==> src/rtl/wb_uart_pkg.sv <==
// Shared definitions for the Wishbone UART transmitter: register map,
// STATUS/CTRL bit positions and the transmit state encoding.
package wb_uart_pkg;

  localparam logic [1:0] REG_TXDATA  = 2'd0;
  localparam logic [1:0] REG_STATUS  = 2'd1;
  localparam logic [1:0] REG_DIVIDER = 2'd2;
  localparam logic [1:0] REG_CTRL    = 2'd3;

  localparam int ST_FULL      = 0;
  localparam int ST_EMPTY     = 1;
  localparam int ST_BUSY      = 2;
  localparam int ST_COUNT_LSB = 4;

  localparam int CTRL_IRQ_EN = 0;
  localparam int CTRL_TX_EN  = 1;

  typedef enum logic [1:0] {
    IDLE,
    START,
    DATA,
    STOP
  } tx_state_t;

endpackage

==> src/rtl/sync_fifo.sv <==
// Single-clock FIFO with power-of-two depth, wrapping pointers and a
// separate occupancy counter so full and empty are unambiguous.
module sync_fifo #(
  parameter int WIDTH = 8,
  parameter int DEPTH = 8,
  localparam int AW = $clog2(DEPTH)
) (
  input  logic             clk,
  input  logic             rst,
  input  logic             push,
  input  logic             pop,
  input  logic [WIDTH-1:0] din,
  output logic [WIDTH-1:0] dout,
  output logic             full,
  output logic             empty,
  output logic [AW:0]      count
);

  logic [WIDTH-1:0] mem [DEPTH];
  logic [AW-1:0]    wr_ptr;
  logic [AW-1:0]    rd_ptr;
  logic             do_push;
  logic             do_pop;

  assign full    = (count == (AW + 1)'(DEPTH));
  assign empty   = (count == '0);
  assign do_pop  = pop & ~empty;
  // A push into a full FIFO is accepted only when a pop frees a slot this cycle.
  assign do_push = push & (~full | do_pop);
  assign dout    = mem[rd_ptr];

  always_ff @(posedge clk or posedge rst) begin
    if (rst) begin
      wr_ptr <= '0;
      rd_ptr <= '0;
      count  <= '0;
    end else begin
      if (do_push) wr_ptr <= wr_ptr + 1'b1;
      if (do_pop)  rd_ptr <= rd_ptr + 1'b1;
      case ({do_push, do_pop})
        2'b10:   count <= count + 1'b1;
        2'b01:   count <= count - 1'b1;
        default: count <= count;
      endcase
    end
  end

  always_ff @(posedge clk) begin
    if (do_push) mem[wr_ptr] <= din;
  end

endmodule

==> src/rtl/wb_uart_tx.sv <==
// Wishbone classic slave feeding a TX FIFO that is serialised as 8N1 frames;
// raises a level interrupt once the FIFO and the shifter have both drained.
module wb_uart_tx
  import wb_uart_pkg::*;
#(
  parameter int          FIFO_DEPTH = 8,
  parameter logic [15:0] DIV_RESET  = 16'd433
) (
  input  logic        clk_i,
  input  logic        rst_i,
  input  logic [1:0]  adr_i,
  input  logic [31:0] dat_i,
  output logic [31:0] dat_o,
  input  logic        we_i,
  input  logic [3:0]  sel_i,
  input  logic        stb_i,
  input  logic        cyc_i,
  output logic        ack_o,
  output logic        tx_o,
  output logic        irq_o
);

  localparam int CW = $clog2(FIFO_DEPTH) + 1;

  logic          req;
  logic          wr;
  logic [15:0]   divider;
  logic          irq_en;
  logic          tx_en;
  logic [31:0]   status_word;
  logic [31:0]   rd_data;
  logic          push;
  logic          pop;
  logic [7:0]    fifo_dout;
  logic          fifo_full;
  logic          fifo_empty;
  logic [CW-1:0] fifo_count;
  logic          busy;
  logic          unused_bits;

  tx_state_t   state, state_n;
  logic [15:0] baud_cnt, baud_n;
  logic [7:0]  shift, shift_n;
  logic [2:0]  bit_cnt, bit_cnt_n;
  logic        tx, tx_n;
  logic        baud_done;

  assign unused_bits = ^{sel_i[3:2], dat_i[31:16]};

  // The !ack_o term inserts the wait state and keeps a held strobe from acking twice in a row.
  assign req  = stb_i & cyc_i & ~ack_o;
  assign wr   = req & we_i;
  assign push = wr & (adr_i == REG_TXDATA) & sel_i[0];
  assign busy = (state != IDLE);

  always_comb begin
    status_word = '0;
    status_word[ST_FULL]  = fifo_full;
    status_word[ST_EMPTY] = fifo_empty;
    status_word[ST_BUSY]  = busy;
    status_word[ST_COUNT_LSB +: 4] = 4'(fifo_count);
  end

  always_comb begin
    rd_data = '0;
    case (adr_i)
      REG_STATUS:  rd_data = status_word;
      REG_DIVIDER: rd_data = {16'h0000, divider};
      REG_CTRL: begin
        rd_data[CTRL_IRQ_EN] = irq_en;
        rd_data[CTRL_TX_EN]  = tx_en;
      end
      default:     rd_data = '0;
    endcase
  end

  always_ff @(posedge clk_i or posedge rst_i) begin
    if (rst_i) begin
      ack_o   <= 1'b0;
      dat_o   <= '0;
      divider <= DIV_RESET;
      irq_en  <= 1'b0;
      tx_en   <= 1'b1;
    end else begin
      ack_o <= req;
      dat_o <= (req & ~we_i) ? rd_data : '0;
      if (wr) begin
        case (adr_i)
          REG_DIVIDER: begin
            if (sel_i[0]) divider[7:0]  <= dat_i[7:0];
            if (sel_i[1]) divider[15:8] <= dat_i[15:8];
          end
          REG_CTRL: begin
            if (sel_i[0]) begin
              irq_en <= dat_i[CTRL_IRQ_EN];
              tx_en  <= dat_i[CTRL_TX_EN];
            end
          end
          default: ;
        endcase
      end
    end
  end

  sync_fifo #(
    .WIDTH (8),
    .DEPTH (FIFO_DEPTH)
  ) u_fifo (
    .clk   (clk_i),
    .rst   (rst_i),
    .push  (push),
    .pop   (pop),
    .din   (dat_i[7:0]),
    .dout  (fifo_dout),
    .full  (fifo_full),
    .empty (fifo_empty),
    .count (fifo_count)
  );

  assign baud_done = (baud_cnt == 16'd0);

  always_comb begin
    state_n   = state;
    baud_n    = baud_cnt;
    shift_n   = shift;
    bit_cnt_n = bit_cnt;
    tx_n      = tx;
    pop       = 1'b0;
    case (state)
      IDLE: begin
        tx_n = 1'b1;
        if (tx_en & ~fifo_empty) begin
          pop     = 1'b1;
          shift_n = fifo_dout;
          baud_n  = divider;
          tx_n    = 1'b0;
          state_n = START;
        end
      end
      START: begin
        if (baud_done) begin
          baud_n    = divider;
          tx_n      = shift[0];
          bit_cnt_n = 3'd0;
          state_n   = DATA;
        end else begin
          baud_n = baud_cnt - 16'd1;
        end
      end
      DATA: begin
        if (baud_done) begin
          baud_n = divider;
          if (bit_cnt == 3'd7) begin
            tx_n    = 1'b1;
            state_n = STOP;
          end else begin
            shift_n   = shift >> 1;
            tx_n      = shift[1];
            bit_cnt_n = bit_cnt + 3'd1;
          end
        end else begin
          baud_n = baud_cnt - 16'd1;
        end
      end
      STOP: begin
        if (baud_done) state_n = IDLE;
        else           baud_n  = baud_cnt - 16'd1;
      end
      default: state_n = IDLE;
    endcase
  end

  always_ff @(posedge clk_i or posedge rst_i) begin
    if (rst_i) begin
      state    <= IDLE;
      baud_cnt <= '0;
      bit_cnt  <= '0;
      tx       <= 1'b1;
    end else begin
      state    <= state_n;
      baud_cnt <= baud_n;
      bit_cnt  <= bit_cnt_n;
      tx       <= tx_n;
    end
  end

  always_ff @(posedge clk_i) begin
    shift <= shift_n;
  end

  assign tx_o  = tx;
  assign irq_o = irq_en & fifo_empty & ~busy;

endmodule

==> config.mk <==
export PLATFORM = sky130hd
export DESIGN_NAME = wb_uart_tx
export DESIGN_NICKNAME = d
export VERILOG_FILES = /design/src/rtl/wb_uart_pkg.sv /design/src/rtl/sync_fifo.sv /design/src/rtl/wb_uart_tx.sv
export SDC_FILE = /design/constraint.sdc
export NUM_CORES = 1
export LEC_CHECK = 0
export BUFFER_PORTS_ARGS = -buffer_cell sky130_fd_sc_hd__buf_4
export CAP_MARGIN = 5
export CORE_MARGIN = 2
export CORE_UTILIZATION = 25
export CTS_CLUSTER_DIAMETER = 40
export DETAILED_ROUTE_END_ITERATION = 8
export HOLD_SLACK_MARGIN = 0.02
export PLACE_DENSITY = 0.51
export SKIP_CTS_REPAIR_TIMING = 1
export SLEW_MARGIN = 0
export SYNTH_ARGS = -nofsm -noshare
export SYNTH_HDL_FRONTEND = slang
export SYNTH_HIERARCHICAL = 1
export SYNTH_SLANG_ARGS = --single-unit
==> constraint.sdc <==
create_clock -name clk_i -period 3.7 [get_ports clk_i]
set_input_delay 0.185 -clock clk_i [delete_from_list [all_inputs] [get_ports clk_i]]
set_output_delay 0.185 -clock clk_i [all_outputs]
set_load 0.1 [all_outputs]
After elaboration in Yosys (flattened, before gate mapping)
Memories as Yosys holds them, arrays and structs flattened.
Cells that the tools add are included.
{ "classes": {"n_addsub": 6, "n_eq_ne": 17, "n_mux": 31, "bitwise": 17, "reduce_logical": 18} }
{ "ops": {"columns": ["operator", "n"], "rows": [
  ["two-way mux 16 bit", 3],
  ["one-hot mux 16 bit (3 select lines)", 1],
  ["two-way mux 32 bit", 1],
  ["one-hot mux 14 bit (2 select lines)", 1],
  ["two-way mux 8 bit", 3],
  ["zero test 16 bit", 1],
  ["one-hot mux 8 bit (2 select lines)", 1],
  ["subtractor 16 x 1 -> 16 bit, second input constant", 1],
  ["!= test 2 bit, second input constant", 7],
  ["AND reduction 3 bit", 4],
  ["bitwise AND 1 bit", 11],
  ["equality test 2 bit, second input constant", 5],
  ["two-way mux 2 bit", 5],
  ["adder 3 x 1 -> 3 bit, second input constant", 3],
  ["two-way mux 3 bit", 3],
  ["two-way mux 1 bit", 8],
  ["one-hot mux 2 bit (4 select lines)", 1],
  ["one-hot mux 4 bit (2 select lines)", 1],
  ["AND reduction 4 bit", 2],
  ["nonzero test 2 bit", 4],
  ["equality test 2 x 1 -> 1 bit, second input constant", 3],
  ["one-hot mux 2 bit (3 select lines)", 1],
  ["one-hot mux 3 bit (2 select lines)", 1],
  ["inverter 1 bit", 5],
  ["12 further kinds", 13]
]} }
{ "word_totals": {"regBits": 91, "ramBits": 64, "input_bits": 43, "out_inout_bits": 35, "word_cells": 104, "n_memories": 1} }
{ "memory_table": {"columns": ["memory", "depth", "word_bits", "read_ports", "rd_ports_with_merged_regs", "write_ports", "line_no", "rtl"], "rows": [
  ["u_fifo.mem", 8, 8, 1, 0, 1, "sync_fifo.sv:19", "logic [WIDTH-1:0] mem [DEPTH];"]
]} }

Longest topological paths before layout
Gate-level depths: netlist (run 1).
{ "logic_depth": {"ltp_word": 10, "depth_mapped": 13, "mapped_depth_nobuf": 12} }

Cells and area by module
Netlist (run 1), hierarchy kept.
{ "modules_own_cells": {"columns": ["mod", "instances", "cells_per_inst", "area_each_um2", "seq_area_each_um2"], "rows": [
  ["wb_uart_tx", 1, 304, 3392.0, 1675.4],
  ["sync_fifo", 1, 165, 3135.5, 2172.1]
]} }

Worst setup path before layout (run 1)
OpenSTA, ideal clock, no wires.
{ "synth_timing": {"kind": "reg-to-reg", "from": "register ack_o", "to": "register u_fifo.count[3]", "setup_time_ns": 0.069, "t_arrival_ns": 2.999, "required_ns": 3.631, "setup_slack_ns": 0.632, "stages_incl_launch_ff": 12, "n_path_buf": 1, "period_less_slack_ns": 3.068, "cell_sequence": "dfrtp_1 -> nor2_1 -> and3_1 -> and2_1 -> buf_2 -> or2_2 -> inv_1 -> ha_1 -> or2_2 -> nand3_1 -> mux2_2 -> nand3b_1"} }
{ "synth_via": {"elab_chain_cells": 8, "elab_cells_between_ends": 10, "cone_classes": "eq/ne (2); mux (1); bitwise (6); reduce/logical (1)"} }
{ "synth_rtl": {"columns": ["item", "line_no", "rtl"], "rows": [
  ["from (decl)", "wb_uart_tx.sv:18", "output logic ack_o,"],
  ["from (signal assigned)", "wb_uart_tx.sv:85", "ack_o <= req;"],
  ["inverter 1 bit (*)", "wb_uart_tx.sv:51", "assign req = stb_i & cyc_i & ~ack_o;"],
  ["bitwise AND 1 bit (*)", "wb_uart_tx.sv:51", null],
  ["via req", "wb_uart_tx.sv:25", "logic req;"],
  ["bitwise AND 1 bit (*)", "wb_uart_tx.sv:52", "assign wr = req & we_i;"],
  ["bitwise AND 1 bit (*) (2 in series)", "wb_uart_tx.sv:53", "assign push = wr & (adr_i == REG_TXDATA) & sel_i[0];"],
  ["via push", "wb_uart_tx.sv:32", "logic push;"],
  ["bitwise AND 1 bit (*)", "sync_fifo.sv:29", "assign do_push = push & (~full | do_pop);"],
  ["equality test 2 x 1 -> 1 bit or equality test 2 bit (tied branches)", "sync_fifo.sv:40", "case ({do_push, do_pop})"],
  ["one-hot mux 4 bit (2 select lines) or nonzero test 2 bit (tied branches)", null, null],
  ["to (signal assigned)", "sync_fifo.sv:41", "2'b10: count <= count + 1'b1;"],
  ["to (signal assigned)", "sync_fifo.sv:42", "2'b01: count <= count - 1'b1;"],
  ["to (signal assigned)", "sync_fifo.sv:43", "default: count <= count;"],
  ["to (decl)", "sync_fifo.sv:16", "output logic [AW:0] count"]
]} }
The timed path passes the listed nets; every way through them passes the cells marked *.
A chain may end at the register's enable or synchronous reset.

Worst setup path after layout (run 1)
{ "layout_timing": {"from": "register state[0]", "to": "register u_fifo.count[3]"} }
{ "layout_via": {"elab_chain_cells": 7, "elab_cells_between_ends": 9, "cone_classes": "eq/ne (2); mux (2); bitwise (3); reduce/logical (2)"} }
{ "layout_rtl": {"columns": ["item", "line_no", "rtl"], "rows": [
  ["from (decl)", "wb_uart_tx.sv:41", "tx_state_t state, state_n;"],
  ["from (signal assigned)", "wb_uart_tx.sv:180", "state <= state_n;"],
  ["zero test 2 bit (*)", "wb_uart_tx.sv:129", "case (state)"],
  ["two-way mux 1 bit (*)", "wb_uart_tx.sv:129", null],
  ["via pop", "wb_uart_tx.sv:33", "logic pop;"],
  ["bitwise AND 1 bit (*)", "sync_fifo.sv:27", "assign do_pop = pop & ~empty;"],
  ["bitwise OR 1 bit", "sync_fifo.sv:29", null],
  ["bitwise AND 1 bit", "sync_fifo.sv:29", null],
  ["equality test 2 x 1 -> 1 bit or equality test 2 bit (tied branches)", "sync_fifo.sv:40", null],
  ["one-hot mux 4 bit (2 select lines) or nonzero test 2 bit (tied branches)", null, null]
]} }
Marked as above.

==> results of run 1 <==
-- worst max-delay path, delay by kind of cell (launching register included) --
kind            cells  cell delay, ps
simple gates        5            1330
fa+ha+maj           2             550
flops               1             410
buf+inv             3             340
mux                 1             330
compound gates      1             180
-- power by group through the flow --
| stage | clock network [mW] | registers [mW] | logic (mW) |
|---|---|---|---|
| after floorplan | 0 | 2.11 | 1.60 |
| after global placement | 0 | 2.20 | 1.86 |
| after detailed placement | 0 | 2.21 | 1.91 |
| after CTS | 1.69 | 2.18 | 1.92 |
| after global routing | 1.76 | 2.22 | 2.10 |
| final | 1.65 | 2.18 | 1.91 |
-- final cells by class --
type | count | area share
Clock buffer | 17 | 0.05443
Clock inverter | 15 | 0.02001
Inverter | 19 | 0.009124
Multi-Input combinational cell | 289 | 0.3091
Sequential cell | 139 | 0.4922
Tap cell | 335 | 0.05363
Timing Repair Buffer | 62 | 0.06147
-- kinds of logic (layout without fill, tap and decap cells) --
kind of cell | Yosys count | in the layout
simple gates | 120 | 120
buf+inv | 56 | 113
other cells | 1 | 16
fa+ha+maj | 18 | 18
flops | 139 | 139
compound gates | 72 | 72
xor+xnor | 6 | 6
mux | 57 | 57
-- worst paths after layout --
kind | from | endpoint | slack, ps | cells past startpoint
hold reg to reg | ack_o | ack_o | 490 | 1
hold / removal | dat_i[13] | divider[13] | 10 | 2
max in group asynchronous | rst_i | divider[8] | 2500 | 4
setup / recovery | state[0] | u_fifo/count[3] | 490 | 12
min in group asynchronous | rst_i | state[0] | 330 | 3
setup reg to reg | state[0] | u_fifo/count[3] | 490 | 12
-- through the flow --
stage / cells / util
6_report: 876 / 0.3025
4_1_cts: 870 / 0.3002
3_3_place_gp: 838 / 0.2777
5_1_grt: 876 / 0.3025
2_1_floorplan: 484 / -
3_5_place_dp: 838 / 0.2777
-- registers in the layout, indices dropped and copies added, names as in the netlist --
register,count
u_fifo/count,4
tx_o,1
state,2
divider,16
u_fifo/rd_ptr,3
ack_o,1
irq_en,1
u_fifo/wr_ptr,3
tx_en,1
baud_cnt,16
u_fifo/mem,64
shift,8
dat_o,16
bit_cnt,3
-- Yosys cell counts (2+ instances only) --
| cell | instances | area share |
|---|---|---|
| nor2_1 | 28 | 0.016 |
| buf_1 | 3 | 0.0017 |
| edfxtp_1 | 72 | 0.33 |
| a22oi_1 | 8 | 0.0092 |
| or2_2 | 2 | 0.0019 |
| or4_1 | 3 | 0.0035 |
| or3_1 | 7 | 0.0067 |
| mux2i_1 | 2 | 0.0031 |
| a211o_1 | 2 | 0.0027 |
| nor2b_1 | 2 | 0.0019 |
| a2bb2oi_1 | 2 | 0.0027 |
| clkbuf_1 | 7 | 0.0040 |
| a222oi_1 | 2 | 0.0031 |
| buf_2 | 3 | 0.0023 |
| and3_1 | 13 | 0.012 |
| nand3_1 | 14 | 0.011 |
| a31oi_4 | 2 | 0.0065 |
| o311ai_0 | 3 | 0.0040 |
| nand2_1 | 23 | 0.013 |
| nand3b_1 | 2 | 0.0023 |
| o21ai_0 | 14 | 0.011 |
| o2bb2ai_1 | 6 | 0.0081 |
| mux2_2 | 38 | 0.066 |
| xnor2_1 | 4 | 0.0054 |
| and2_1 | 2 | 0.0019 |
| a31o_2 | 2 | 0.0027 |
| a221oi_1 | 2 | 0.0027 |
| xor2_1 | 2 | 0.0027 |
| mux4_2 | 4 | 0.014 |
| nand2b_1 | 6 | 0.0058 |
| buf_6 | 5 | 0.0086 |
| dfstp_2 | 7 | 0.028 |
| dfrtp_1 | 60 | 0.23 |
| inv_1 | 19 | 0.011 |
| a32oi_1 | 4 | 0.0054 |
| buf_4 | 18 | 0.021 |
| o211ai_1 | 4 | 0.0046 |
| nor3_1 | 12 | 0.0092 |
| mux4_1 | 12 | 0.048 |
| ha_1 | 17 | 0.033 |
| a21oi_1 | 6 | 0.0046 |
-- cells in the final DEF (no fill, tap or decap), types with 3 or more instances in the layout --
cell / n
o311ai_0: 3
a21oi_1: 6
nand3_1: 14
nor2_1: 28
a22oi_1: 8
ha_1: 17
edfxtp_1: 72
or4_1: 3
buf_4: 56
mux2_2: 38
clkinv_4: 4
dlygate4sd3_1: 6
clkbuf_16: 17
xnor2_1: 4
o2bb2ai_1: 6
dfstp_2: 7
or3_1: 7
o21ai_0: 14
nand2_1: 23
and3_1: 13
conb_1: 16
a32oi_1: 4
inv_8: 4
mux4_2: 4
mux4_1: 12
inv_6: 4
nand2b_1: 6
inv_1: 18
o211ai_1: 4
nor3_1: 12
dfrtp_1: 60
-- metal layers --
layer	global-route usage	wire, um	vias to the layer above
met4	0.03958	236	0
met3	0.01798	462	16
met2	0.1735	7061	88
met5	0	0	-
met1	0.1372	6333	2072
li1	-	-	1871
==> impl_metrics.csv, run 1 <==
group,metric,value,unit
outcome,status,"completed",
worst_setup_path,critPathArrivalTime,3560,ps
finish,multi_input_area,2416,um^2
die,fp.dieW,165.6,um
timing,finalSetupViolations,0,
cts,cts_tree,"built",
yosys,syn_avg_cell_area,13.92,um^2
worst_setup_path,crit_top_cell,"inv_1",
yosys,synth_top_flop_cell,"edfxtp_1",
yosys,synth-compound-area-share,0.08913,
yosys,synth-simple-area-share,0.09507,
timing,rsz0062_at_grt,"false",
power_and_ir_drop,total_power,5.746,mW
cts,htree_levels,4,
yosys,synth-async-reset-ratio,0.4820,
power_and_ir_drop,comb_power_share,0.333,
finish,nNetsFinal,589,
finish,fin_area,7816,um^2
route,drtIter0Drc,273,
yosys,synth_seq_cells,139,
power_and_ir_drop,seq_power_share,0.379,
worst_setup_path,critPathKind,"flop to flop",
route,vias,4047,
worst_setup_path,endpoint_kind,"flop",
cts,cts_root_buf,"clkbuf_16",
yosys,synthAdderAreaFrac,0.03565,
power_and_ir_drop,clkPwrFrac,0.288,
global_route,grt_max_degree,41,
cts,clockBufferDepth,2,
yosys,synthesis.area,6528,um^2
placement,port_buffers,43,
power_and_ir_drop,p_leak,3.127,nW
power_and_ir_drop,vdd_ir_drop_max,0.0003352,V
worst_setup_path,start_kind,"flop",
worst_setup_path,worstPathRequired,4050,ps
cts,cts_buffers,17,
die,initial_core_util,0.2526,
placement,gp_congestion,0.8079,
placement,postPlaceCellArea,7174,um^2
timing,finClkSkew,10.31,ps
timing,fin_crit,3211,ps
die,die_area,27420,um^2
route,detail_route.wl_per_cell,16.09,um
die,row_count,59,
yosys,synth_warnings,6,
route,postRouteAntennaNets,0,
timing,tightest_slew,1129,ps
finish,regArea,3847,um^2
finish,area_delta_synth_final,19.74,%
global_route,track_usage,0.1048,
min_path,hp-class,"input port to flop",
timing,setup_ws,488.6,ps
power_and_ir_drop,netSwitchingPower,2.060,mW
finish,final_layout_size_suffix_gt1_frac,0.2810,
yosys,synth_cells,469,
timing,finalSetupTns,0,ps
timing,hold_violations,0,
timing,slew_viol_final,0,
placement,dp_hpwl,9894,um
cts,clk_pin_slew_worst_paths,60,ps
job,max_cap_viol_count,0,
power_and_ir_drop,switching_share,0.3585,
finish,antenna_cells,0,
timing,period_share,0.8680,
cts,clock-sinks,139,
die,coreArea,25840,um^2
die,die-height,165.6,um
yosys,synthXorXnorAreaFrac,0.008051,
timing,whs,14.35,ps
finish,fillers,2563,
worst_setup_path,critPathSlowestCell,"nor2_1",
worst_setup_path,path_cells,"inv_1 > ha_1 > inv_1 > nor2_1 > o21ai_2 > or2_2 > inv_1 > ha_1 > or2_2 > nand3_1 > mux2_2 > nand3b_1",
global_route,antenna_found_initial,0,
power_and_ir_drop,p_int,3.686,mW
yosys,ys_seq_area_frac,0.5894,
power_and_ir_drop,powerDensity,735.2,nW/um^2
global_route,grt_pass1_vias,4002,
die,ioPinCount,78,
route,avgViaCountPerCell,4.620,
placement,place_ws,503.0,ps
global_route,grt_overflow,0,
timing,maxSlewHeadroom,0.2413,
route,dr.pass1.iters,4,
yosys,synth-edff-count,72,
route,drt-total-wl,14090,um
yosys,synth_top_family_by_area,"multiplexers",
worst_setup_path,max_stage_delay,510,ps
cts,clock_latency,410,ps
route,drc,0,
yosys,muxShareOfSynthArea,0.1330,
yosys,synth.distinct_cells,66,
worst_setup_path,path_max_fanout,7,
timing,timing.fmax,0.3114,GHz
global_route,grt_pass1_wl,21810,um
No activity file was read; power rests on OpenSTA's default activity.
==> inputs of run 2 (changes only) <==
--- a/config.mk
+++ b/config.mk
@@ -8,11 +8,11 @@
 export BUFFER_PORTS_ARGS = -buffer_cell sky130_fd_sc_hd__buf_4
 export CAP_MARGIN = 5
 export CORE_MARGIN = 2
-export CORE_UTILIZATION = 25
+export CORE_UTILIZATION = 50
 export CTS_CLUSTER_DIAMETER = 40
 export DETAILED_ROUTE_END_ITERATION = 8
-export HOLD_SLACK_MARGIN = 0.02
-export PLACE_DENSITY = 0.51
+export HOLD_SLACK_MARGIN = 0.03
+export PLACE_DENSITY = 0.8
 export SKIP_CTS_REPAIR_TIMING = 1
 export SLEW_MARGIN = 0
 export SYNTH_ARGS = -nofsm -noshare
==> run 2 against run 1 <==
- final cell count decreased by 17%
- combinational power grew 3%
- routed wire length down 0.94%
- largest cell class unchanged
- power rose by 1.2%
- fmax rose by 0.16%
- non-clock buffer count rose by 11
- worst hold slack gained 29 ps
- via count rose by 4.3%
- clock skew decreased by 5.3 ps
- count of clock-buffer cells in the layout rose by 1
- cell area decreased by 1.2%
- first-iteration DRC count grew 73%
==> impl_metrics.csv, run 2 (synthesized netlist as in run 1, its figures left out) <==
group,metric,value,unit
cts,clock_latency,420,ps
worst_setup_path,endpoint_kind,"flop",
placement,dp_hpwl,9264,um
die,row_count,41,
finish,final_layout_size_suffix_gt1_frac,0.2736,
cts,clock-sinks,139,
route,vias,4222,
worst_setup_path,r2r-start,"u_fifo/count[0]",
cts,htree_levels,4,
placement,place_ws,572.0,ps
timing,finalSetupViolations,0,
timing,timing.fmax,0.3119,GHz
min_path,hp-class,"input port to flop",
finish,fin_cells,724,
timing,setup_ws,493.6,ps
timing,period_share,0.8666,
worst_setup_path,path_cells,"or3_1 > nor2_1 > nand2b_1 > nor2_1 > o21ai_2 > or2_2 > inv_1 > ha_1 > a211o_1 > nand3_1 > mux2_2 > nand3b_1",
global_route,grt_overflow,0,
cts,cts_root_buf,"clkbuf_16",
job,max_cap_viol_count,0,
route,drtIter0Drc,472,
finish,area_delta_synth_final,18.29,%
cts,cts_tree,"built",
worst_setup_path,critPathArrivalTime,3560,ps
finish,fin_area,7721,um^2
worst_setup_path,worstPathRequired,4050,ps
timing,slew_viol_final,0,
die,ioPinCount,78,
cts,clockBufferDepth,2,
placement,postPlaceCellArea,6978,um^2
worst_setup_path,start_kind,"flop",
die,die-height,118.3,um
min_path,hp-start,"dat_i[1]",
global_route,grt_max_degree,35,
global_route,antenna_found_initial,0,
timing,rsz0062_at_grt,"false",
die,die_area,13990,um^2
route,dr.pass1.iters,5,
die,coreArea,12670,um^2
worst_setup_path,path_max_fanout,7,
timing,finClkSkew,4.971,ps
finish,nNetsFinal,600,
timing,finalSetupTns,0,ps
finish,final_util,0.6094,
route,postRouteAntennaNets,0,
power_and_ir_drop,total_power,5.812,mW
worst_setup_path,crit_top_cell,"nor2_1",
worst_setup_path,critPathSlowestCell,"nor2_1",
global_route,grt_pass1_wl,22340,um
power_and_ir_drop,p_leak,3.170,nW
finish,antenna_cells,0,
placement,placed_cells,676,
timing,whs,42.86,ps
timing,maxSlewHeadroom,0.2363,
outcome,status,"completed",
global_route,grt_pass1_vias,4080,
finish,largest_reg_flops,64,
finish,layout.cells.most_common_list,"edfxtp_1 (72), dfrtp_1 (60), buf_4 (57), mux2_2 (38), nor2_1 (28)",
die,fp.dieW,118.3,um
worst_setup_path,critPathKind,"flop to flop",
worst_setup_path,crit_start,"u_fifo/count[0]",
finish,top_register,"u_fifo/mem",
timing,fin_crit,3206,ps
cts,clk_pin_slew_worst_paths,60,ps
route,drt-total-wl,13960,um
power_and_ir_drop,vdd_ir_drop_max,0.0003958,V
worst_setup_path,max_stage_delay,510,ps
power_and_ir_drop,powerDensity,752.8,nW/um^2
cts,cts_buffers,17,
route,drc,0,
route,avgViaCountPerCell,5.831,
global_route,track_usage,0.2071,
timing,hold_violations,0,
finish,layout_commonest_cell,"edfxtp_1",
timing,tightest_slew,1137,ps
die,initial_core_util,0.5152,
placement,gp_congestion,0.8704,
placement,port_buffers,43,
route,detail_route.wl_per_cell,19.28,um
==> run 2: worst paths after layout <==
| check | end | slack (ps) | cells after the start |
|---|---|---|---|
| worst min register to register | baud_cnt[9] | 500 | 1 |
| worst min-delay path | u_fifo/mem[2][1] | 40 | 1 |
| worst max-delay path | u_fifo/count[3] | 490 | 12 |
| max in group asynchronous | divider[8] | 2510 | 4 |
| min in group asynchronous | u_fifo/count[1] | 330 | 3 |
| worst max register to register | u_fifo/count[3] | 490 | 12 |
==> run 2: worst max-delay path: cells and delay by family (launching register included) <==
family	cells	cell delay, ps
AND/OR/NAND/NOR	7	1550
buffers and inverters	1	90
adder cells (fa/ha/maj)	1	230
AO/OA/AOI/OAI	2	530
flip-flops	1	390
multiplexers	1	330
==> run 2: where the power goes <==
part	internal (mW)	total [mW]	switching, mW
clock	1.05	1.67	0.626
combinational	0.855	1.96	1.10
sequential	1.90	2.18	0.289
==> run 2: routing by layer <==
layer | up-vias | wire length, um | track usage
li1 | 1893 | - | -
met1 | 2141 | 5949 | 0.2845
met2 | 163 | 7030 | 0.3306
met3 | 25 | 765 | 0.04633
met4 | 0 | 216 | 0.06325
met5 | - | 0 | 0
==> run 2: area by class of cell <==
| class | count | area [um^2] |
|---|---|---|
| Tap cell | 172 | 215.2 |
| Fill cell | 902 | 4950 |
| Sequential cell | 139 | 3847 |
| Inverter | 19 | 71.32 |
| Multi-Input combinational cell | 289 | 2416 |
| Timing Repair Buffer | 73 | 588.1 |
| Clock buffer | 18 | 429.2 |
| Clock inverter | 14 | 153.9 |
==> inputs of run 3 (changes only) <==
--- a/config.mk
+++ b/config.mk
@@ -11,8 +11,9 @@
 export CORE_UTILIZATION = 50
 export CTS_CLUSTER_DIAMETER = 40
 export DETAILED_ROUTE_END_ITERATION = 8
+export GPL_TIMING_DRIVEN = 0
 export HOLD_SLACK_MARGIN = 0.03
-export PLACE_DENSITY = 0.8
+export PLACE_DENSITY = 0.68
 export SKIP_CTS_REPAIR_TIMING = 1
 export SLEW_MARGIN = 0
 export SYNTH_ARGS = -nofsm -noshare
==> run 3 against run 2 <==
- die area stayed put
- critical path type unchanged
- count of clock-buffer cells in the layout is 2 higher
- critical path depth stayed put
- combinational power is 9.7% higher
- clock power is 9% higher
- register-to-register slack worse by 190 ps
- routed wire length is 4.1% lower
- worst hold slack worse by 5.2 ps
- flip-flop and latch count stayed put
- cell area is 2.8% higher
- fmax is 5.5% lower
- sequential share of layout area is 1.4 points lower
==> impl_metrics.csv, run 3 (synthesized netlist as in run 1, its figures left out) <==
group,metric,value,unit
cts,clockBufferDepth,2,
worst_setup_path,path_cells,"inv_1 > ha_1 > inv_1 > nor2_1 > o21ai_2 > or2_2 > inv_1 > ha_1 > or2_2 > nand3_1 > mux2_2 > nand3b_1",
worst_setup_path,critPathSlowestCell,"nor2_1",
finish,regArea,3847,um^2
finish,largest_reg_flops,64,
power_and_ir_drop,clkPwrFrac,0.300,
cts,clock_latency,420,ps
timing,rsz0062_at_grt,"false",
die,coreArea,12670,um^2
worst_setup_path,crit_top_cell,"inv_1",
power_and_ir_drop,total_power,6.050,mW
power_and_ir_drop,powerDensity,762.0,nW/um^2
worst_setup_path,path_max_fanout,7,
cts,cts_root_buf,"clkbuf_16",
worst_setup_path,max_stage_delay,500,ps
power_and_ir_drop,seq_power_share,0.345,
global_route,antenna_found_initial,0,
die,row_count,41,
placement,dp_hpwl,9263,um
route,detail_route.wl_per_cell,17.90,um
timing,finalSetupViolations,0,
finish,layout_commonest_cell,"edfxtp_1",
timing,tightest_slew,858.1,ps
route,drtIter0Drc,308,
power_and_ir_drop,p_int,4.016,mW
outcome,status,"completed",
die,die_area,13990,um^2
global_route,grt_pass1_wl,21720,um
route,drc,0,
route,drt-total-wl,13390,um
worst_setup_path,critPathKind,"flop to flop",
timing,fin_crit,3393,ps
power_and_ir_drop,comb_power_share,0.355,
worst_setup_path,critPathArrivalTime,3750,ps
global_route,grt_overflow,0,
finish,area_delta_synth_final,21.62,%
route,avgViaCountPerCell,5.572,
die,initial_core_util,0.5152,
power_and_ir_drop,p_leak,3.292,nW
timing,timing.fmax,0.2947,GHz
finish,antenna_cells,0,
power_and_ir_drop,netSwitchingPower,2.034,mW
finish,top_register,"u_fifo/mem",
global_route,grt_pass1_vias,4130,
finish,final_layout_size_suffix_gt1_frac,0.2899,
route,postRouteAntennaNets,0,
timing,finClkSkew,8.291,ps
worst_setup_path,worstPathRequired,4060,ps
power_and_ir_drop,switching_share,0.3361,
min_path,hp-class,"input port to flop",
route,dr.pass1.iters,6,
finish,fillers,963,
global_route,track_usage,0.2017,
finish,layout.cells.most_common_list,"edfxtp_1 (72), buf_4 (61), dfrtp_1 (60), mux2_2 (38), nor2_1 (28)",
worst_setup_path,endpoint_kind,"flop",
timing,hold_violations,0,
finish,multi_input_area,2421,um^2
cts,cts_tree,"built",
die,fp.dieW,118.3,um
worst_setup_path,start_kind,"flop",
placement,gp_congestion,0.8291,
cts,htree_levels,4,
cts,cts_buffers,17,
route,vias,4168,
die,ioPinCount,78,
power_and_ir_drop,vdd_ir_drop_max,0.0004318,V
global_route,grt_max_degree,32,
placement,port_buffers,43,
die,die-height,118.3,um
finish,nNetsFinal,624,
job,max_cap_viol_count,0,
cts,clk_pin_slew_worst_paths,60,ps
placement,placed_cells,700,
finish,final_util,0.6265,
timing,maxSlewHeadroom,0.4258,
finish,fin_cells,748,
timing,finalSetupTns,0,ps
cts,clock-sinks,139,
timing,slew_viol_final,0,
timing,period_share,0.9171,
==> run 3: cell types whose count changed in the layout (fill, tap and decap cells not counted), sizes merged <==
| cell | previous run | this run |
|---|---|---|
| buf | 57 | 73 |
| clkinv | 8 | 4 |
| inv | 19 | 20 |
| clkbuf | 18 | 29 |
| clkinvlp | 3 | 2 |
| dlygate4sd3 | 16 | 15 |
| bufinv | 3 | 5 |
==> run 3: final cells by class <==
| type | count | share of cell area |
|---|---|---|
| well taps | 172 | 0.02711 |
| inverters | 19 | 0.008983 |
| flip-flops and latches | 139 | 0.4846 |
| multi-input cells | 289 | 0.3050 |
| clock inverters | 12 | 0.02490 |
| repair buffers | 60 | 0.06304 |
| plain buffers | 37 | 0.03136 |
| clock buffers | 20 | 0.05500 |
==> run 3: per-layer routing <==
metal / GRT usage / share of wire / wire length [um]
met5: 0 / 0 / 0
met4: 0.07304 / 0.016 / 214
met3: 0.04875 / 0.042 / 558
met2: 0.3082 / 0.49 / 6541
met1: 0.2824 / 0.45 / 6072
==> run 3: power by group through the flow <==
stage / Sequential (mW) / Combinational (mW) / Clock, mW
after floorplan: 2.11 / 1.60 / 0
final: 2.09 / 2.15 / 1.82
after CTS: 2.08 / 2.13 / 1.84
after global placement: 2.10 / 2.06 / 0
after global routing: 2.12 / 2.34 / 1.92
after detailed placement: 2.11 / 2.11 / 0
==> run 3: final timing paths <==
path / cells after the start / slack, ps / endpoint / startpoint
max in group asynchronous: 4 / 2630 / divider[8] / rst_i
worst min-delay path: 1 / 40 / u_fifo/mem[1][0] / dat_i[0]
worst max-delay path: 12 / 310 / u_fifo/count[3] / state[0]
worst min register to register: 1 / 480 / ack_o / ack_o
min in group asynchronous: 3 / 330 / u_fifo/count[2] / rst_i
worst max register to register: 12 / 310 / u_fifo/count[3] / state[0]
==> run 3: worst max-delay path: cells and delay by family, from the launching register on <==
family | cells | cell delay, ps
buffers and inverters | 3 | 420
adders and majority gates | 2 | 630
and+or+nand+nor | 5 | 1330
AOI/OAI and AO/OA | 1 | 190
DFF | 1 | 410
muxes | 1 | 340
==> run 3: metrics by stage <==
step                hold WS, ps  worst slack, ps  instance area (um^2)
global route              33.30            121.4                  7939
floorplan                 25.18            632.0                  6584
CTS                      -226.6            152.4                  7776
global placement          201.8            182.0                  7122
detailed placement        223.8            165.2                  7142
finish                    37.63            306.8                  7939
